File: src/rtl/p1c1_pkg.sv
// p1c1_pkg: driver FSM states and the p1c1 next-state/output functions shared by models of the circuit.
package p1c1_pkg;

   typedef enum logic [1:0] {IDLE, SHIFT, CHECK} state_t;

   // State is packed {d, e}.
   function automatic logic [1:0] p1c1_next_state(input logic in, input logic [1:0] s);
      logic se_n;
      se_n = in ^ s[0];
      return {~(~(in & s[1]) & se_n), se_n};
   endfunction

   function automatic logic p1c1_out(input logic [1:0] s);
      return ~(s[1] | s[0]);
   endfunction

endpackage

File: src/rtl/p1c1_shadow.sv
// p1c1_shadow: cycle-accurate 2-bit shadow of p1c1, stepping on every edge from the same drive as the real circuit.
module p1c1_shadow
   import p1c1_pkg::*;
(
   input  logic clk,
   input  logic reset,
   input  logic in,
   output logic sd,
   output logic se,
   output logic exp_out
);

   logic [1:0] s;

   always_ff @(posedge clk or posedge reset)
      if (reset) s <= 2'b00;
      else       s <= p1c1_next_state(in, s);

   assign {sd, se} = s;
   assign exp_out  = p1c1_out(s);

endmodule

File: src/rtl/p1c1_driver.sv
// p1c1_driver: serialises stimulus words LSB-first into p1c1 and checks it against a shadow model.
// Define P1C1_DRIVER_STATE_CHECK_EN to also compare d/e; otherwise only out is checked.
module p1c1_driver
   import p1c1_pkg::*;
#(
   parameter int WORD_W    = 8,
   parameter int ERR_CNT_W = 8
) (
   input  logic                 clk,
   input  logic                 reset,
   input  logic                 word_valid,
   input  logic [WORD_W-1:0]    word_data,
   output logic                 word_ready,
   output logic                 dut_in,
   input  logic                 dut_out,
   input  logic                 dut_d,
   input  logic                 dut_e,
   input  logic                 err_clear,
   output logic                 busy,
   output logic                 done,
   output logic                 done_mismatch,
   output logic [WORD_W-1:0]    mismatch_bits,
   output logic [ERR_CNT_W-1:0] err_count,
   output logic                 sticky_err
);

   localparam int KW = $clog2(WORD_W);

   state_t              state, state_n;
   logic [KW-1:0]       k;
   logic [WORD_W-1:0]   sreg;
   logic [WORD_W-2:0]   mask;
   logic [WORD_W-1:0]   final_mask;
   logic                sd, se, exp_out, mismatch, accept, last;

   p1c1_shadow u_shadow (
      .clk     (clk),
      .reset   (reset),
      .in      (dut_in),
      .sd      (sd),
      .se      (se),
      .exp_out (exp_out)
   );

`ifdef P1C1_DRIVER_STATE_CHECK_EN
   assign mismatch = (dut_d != sd) | (dut_e != se) | (dut_out != exp_out);
`else
   logic unused_state;
   assign unused_state = dut_d ^ dut_e ^ sd ^ se;
   assign mismatch     = dut_out != exp_out;
`endif

   assign word_ready = state == IDLE;
   assign busy       = state != IDLE;
   assign accept     = word_valid & word_ready;
   assign last       = k == KW'(WORD_W - 1);
   // The CHECK cycle contributes the final bit directly, so the working mask holds only bits 0..WORD_W-2.
   assign final_mask = {mismatch, mask};

   always_ff @(posedge clk or posedge reset)
      if (reset) state <= IDLE;
      else       state <= state_n;

   always_comb begin
      state_n = state;
      case (state)
         IDLE:    state_n = word_valid ? SHIFT : IDLE;
         SHIFT:   state_n = last ? CHECK : SHIFT;
         CHECK:   state_n = IDLE;
         default: state_n = IDLE;
      endcase
   end

   always_ff @(posedge clk or posedge reset)
      if (reset) begin
         dut_in        <= 1'b0;
         sreg          <= '0;
         mask          <= '0;
         k             <= '0;
         done          <= 1'b0;
         done_mismatch <= 1'b0;
         mismatch_bits <= '0;
         err_count     <= '0;
         sticky_err    <= 1'b0;
      end else begin
         done <= state == CHECK;
         if (accept) begin
            sreg   <= word_data >> 1;
            dut_in <= word_data[0];
            mask   <= '0;
            k      <= '0;
         end else if (state == SHIFT) begin
            if (k != '0) mask[k - 1'b1] <= mismatch;
            dut_in <= last ? 1'b0 : sreg[0];
            sreg   <= sreg >> 1;
            k      <= k + 1'b1;
         end
         if (state == CHECK) begin
            mismatch_bits <= final_mask;
            done_mismatch <= |final_mask;
         end
         if (err_clear) begin
            err_count  <= '0;
            sticky_err <= 1'b0;
         end else if (state == CHECK && |final_mask) begin
            err_count  <= &err_count ? err_count : err_count + 1'b1;
            sticky_err <= 1'b1;
         end
      end

endmodule

File: config.mk
export PLATFORM = sky130hd
export DESIGN_NAME = p1c1_driver
export DESIGN_NICKNAME = d
export VERILOG_FILES = /design/src/rtl/p1c1_pkg.sv /design/src/rtl/p1c1_shadow.sv /design/src/rtl/p1c1_driver.sv
export SDC_FILE = /design/constraint.sdc
export NUM_CORES = 1
export LEC_CHECK = 0
export ABC_AREA = 0
export BUFFER_PORTS_ARGS = -buffer_cell sky130_fd_sc_hd__buf_4
export CORE_ASPECT_RATIO = 1.75
export CORE_MARGIN = 1.5
export CORE_UTILIZATION = 48
export DETAILED_ROUTE_END_ITERATION = 8
export HOLD_SLACK_MARGIN = 0.02
export PLACE_DENSITY = 0.7
export SLEW_MARGIN = 20
export SYNTH_ARGS = -nofsm -noshare
export SYNTH_HDL_FRONTEND = slang
export SYNTH_SLANG_ARGS = --single-unit
File: constraint.sdc
create_clock -name clk -period 2.6 [get_ports clk]
set_input_delay 0.26 -clock clk [delete_from_list [all_inputs] [get_ports clk]]
set_output_delay 0.26 -clock clk [all_outputs]
set_load 0.05 [all_outputs]
==> run_results.csv <==
group,metric,value,unit
status,status,"finished, final reports clean",
timing,slew_viol_final,0,
setup_path,critPathMaxFanout,8,
timing,fin_crit_sh,0.731,
floorplan,io_pins,37,
timing,setup_tns,0,ps
setup_path,cp-start-kind,"flop",
yosys,ys_seq_area_frac,0.532,
route,drc,0,
clock_tree,ctsHoldBuffers,0,
global_route,overflow,0,
route,dr.first_iter.drc_count,25,
layout,multi_input_area,832,um^2
clock_tree,htreeDepth,2,
timing,period_minus_slack,1900,ps
floorplan,die-area,4420,um^2
clock_tree,root_buffer,"clkbuf_8",
placement,hpwl,2890,um
route,wire_per_inst,14.1,um
yosys,syn_inst,196,
route,vias,1589,
yosys,ys_async_sr_fraction,1.00,
timing,rsz0062_at_grt,"false",
run,maxCapViolCount,0,
floorplan,start_util,0.499,
timing,fin_worst_skew,5.33,ps
floorplan,coreArea,3870,um^2
setup_path,criticalPathCategory,"reg2reg",
setup_path,cp.arrival,2060,ps
clock_tree,clk_pin_slew_worst_paths,80,ps
timing,finalHoldViolations,0,
route,avgViaCountPerCell,5.65,
power,p_leak,1.13,nW
floorplan,rows,30,
clock_tree,post_cts_buffers,0,
setup_path,cp.required,2760,ps
clock_tree,cts_tree,"built",
clock_tree,clock_path_buffers,2,
global_route,grt_pass1_vias,1537,
layout,num_antenna_cells,0,
global_route,grt_pass1_wl,6810,um
power,ir_drop,0.000793,V
route,wl,3980,um
clock_tree,post_cts_resize_count,0,
timing,setup_viol,0,
route,dr.pass1.iters,4,
yosys,synth_cell_types,39,
placement,io_buffers,34,
hold_path,hp-class,"in2async",
yosys,synth.avg_cell_area,9.84,um^2
timing,fmax,0.526,GHz
clock_tree,clk_latency,290,ps
clock_tree,cts_inserted_buffers,5,
global_route,grt_max_degree,42,
timing,tightest_slew,754,ps
yosys,synth_nets,216,
route,postRouteAntennaNets,0,
placement,gp_congestion,0.779,
global_route,track_usage,0.203,
floorplan,die_width,50.9,um
yosys,yosysWarningCount,0,
yosys,ys_seq_elements,41,
yosys,synthFlopType,"dfrtp_1",
timing,fin_hold_ws,87.4,ps
floorplan,die_height,86.8,um
yosys,synth_area,1930,um^2
power,power_density,1190,nW/um^2
layout,seq_area,1030,um^2
layout,area_growth,21.7,%
layout,fillers,349,
layout,nets,252,
clock_tree,cts.sinks,41,
timing,slew_headroom,0.496,
layout,layout-drive-gt1-share,0.215,
yosys,synth-edff-count,0,
setup_path,endpoint_kind,"flop",
global_route,antenna_found_initial,0,
[cell usage after synthesis (2+ instances only)]
| library cell | count | area, um^2 |
|---|---|---|
| nand2_1 | 44 | 165 |
| dfrtp_1 | 41 | 1030 |
| nor2_1 | 10 | 37.5 |
| o21ai_0 | 8 | 40.0 |
| a21oi_1 | 7 | 35.0 |
| inv_1 | 7 | 26.3 |
| nor2b_1 | 7 | 43.8 |
| o31ai_1 | 7 | 52.6 |
| a22oi_1 | 6 | 45.0 |
| clkbuf_1 | 6 | 22.5 |
| ha_1 | 5 | 62.6 |
| o211ai_1 | 4 | 30.0 |
| nand4_1 | 3 | 18.8 |
| nor4_1 | 3 | 18.8 |
| o311ai_0 | 3 | 26.3 |
| o41ai_1 | 3 | 26.3 |
| or3_1 | 3 | 18.8 |
| a31oi_1 | 2 | 12.5 |
| mux2_1 | 2 | 22.5 |
| nand2b_1 | 2 | 12.5 |
| nand3_1 | 2 | 10.0 |
| nor3_1 | 2 | 10.0 |
| or4_1 | 2 | 15.0 |
| xor2_1 | 2 | 17.5 |
[stage by stage]
stage	instance area, um^2	setup WS (ps)	cells	utilization	total power, mW
2_1_floorplan	1930	674	196	-	1.96
3_3_place_gp	2230	737	273	0.577	2.24
3_5_place_dp	2230	702	273	0.577	2.27
4_1_cts	2350	689	281	0.607	2.81
5_1_grt	2350	503	281	0.607	2.97
6_report	2350	700	281	0.607	2.79
[placed cells by master, fill, tap and decap left out, types with 2 or more instances in the layout]
cell type / count
nand2_1: 44
a22oi_1: 6
o211ai_1: 4
nor2_1: 10
dfrtp_1: 41
a21oi_1: 7
o21ai_0: 8
inv_1: 7
or4_1: 2
o41ai_1: 3
nand3_1: 2
or3_1: 3
ha_1: 5
buf_4: 38
nor4_1: 3
clkbuf_8: 6
o31ai_1: 7
o311ai_0: 3
nand4_1: 3
nand2b_1: 2
nor2b_1: 7
nor3_1: 2
xor2_1: 2
mux2_1: 2
a31oi_1: 2
[report_power, final]
part	switching [mW]	internal (mW)	total, mW	leakage, nW
Clock	0.212	0.313	0.525	0.0585
Sequential	0.150	0.848	0.998	0.533
Combinational	0.859	0.404	1.26	0.540
[registers in the layout, indices dropped and copies added, names as in the netlist]
name	flops
err_count	8
mismatch_bits	8
mask	7
sreg	7
k	3
state	2
u_shadow.s	2
done	1
done_mismatch	1
dut_in	1
sticky_err	1
[per-layer routing]
| layer | track usage | share of wire | wire length (um) | vias up |
|---|---|---|---|---|
| met5 | 0 | 0 | 0 | - |
| met3 | 0.0259 | 0.034 | 134 | 5 |
| li1 | - | - | - | 768 |
| met1 | 0.228 | 0.40 | 1590 | 777 |
| met4 | 0.0885 | 0.014 | 57 | 0 |
| met2 | 0.373 | 0.55 | 2190 | 39 |
[kinds of logic (layout without fill, tap and decap cells)]
group,count (synthesis),after routing,share of synthesized area
compound gates,44,44,0.155
xor+xnor,3,3,0.0136
fa+ha+maj,5,5,0.0324
buf+inv,16,53,0.0363
flops,41,41,0.532
mux,3,3,0.0175
simple gates,84,84,0.213
[final timing paths]
check                                  from                to  slack [ps]  cells past startpoint
min                                   reset           sreg[2]          90                      3
max                                    k[0]           mask[6]         700                      6
min in group clk               word_data[7]           sreg[6]         190                      3
max in group asynchronous             reset  mismatch_bits[2]        2150                      3
max reg2reg                            k[0]           mask[6]         700                      6
min reg2reg                mismatch_bits[0]  mismatch_bits[0]         480                      2
[final cells by class]
class | count | area share
sequential | 41 | 0.437
multi-input combinational | 139 | 0.355
timing repair buffer | 38 | 0.122
clock buffer | 7 | 0.0368
tap | 48 | 0.0256
clock inverter | 1 | 0.0128
inverter | 7 | 0.0112
[worst max-delay path: stages, from the launching register on]
cell and delay [ps]:
dfrtp_1 410, inv_1 100, ha_1 200, nor2b_1 130
or3_1 440, o311ai_0 360, o41ai_1 130
Note: power is estimated with default switching activity, not from simulation.
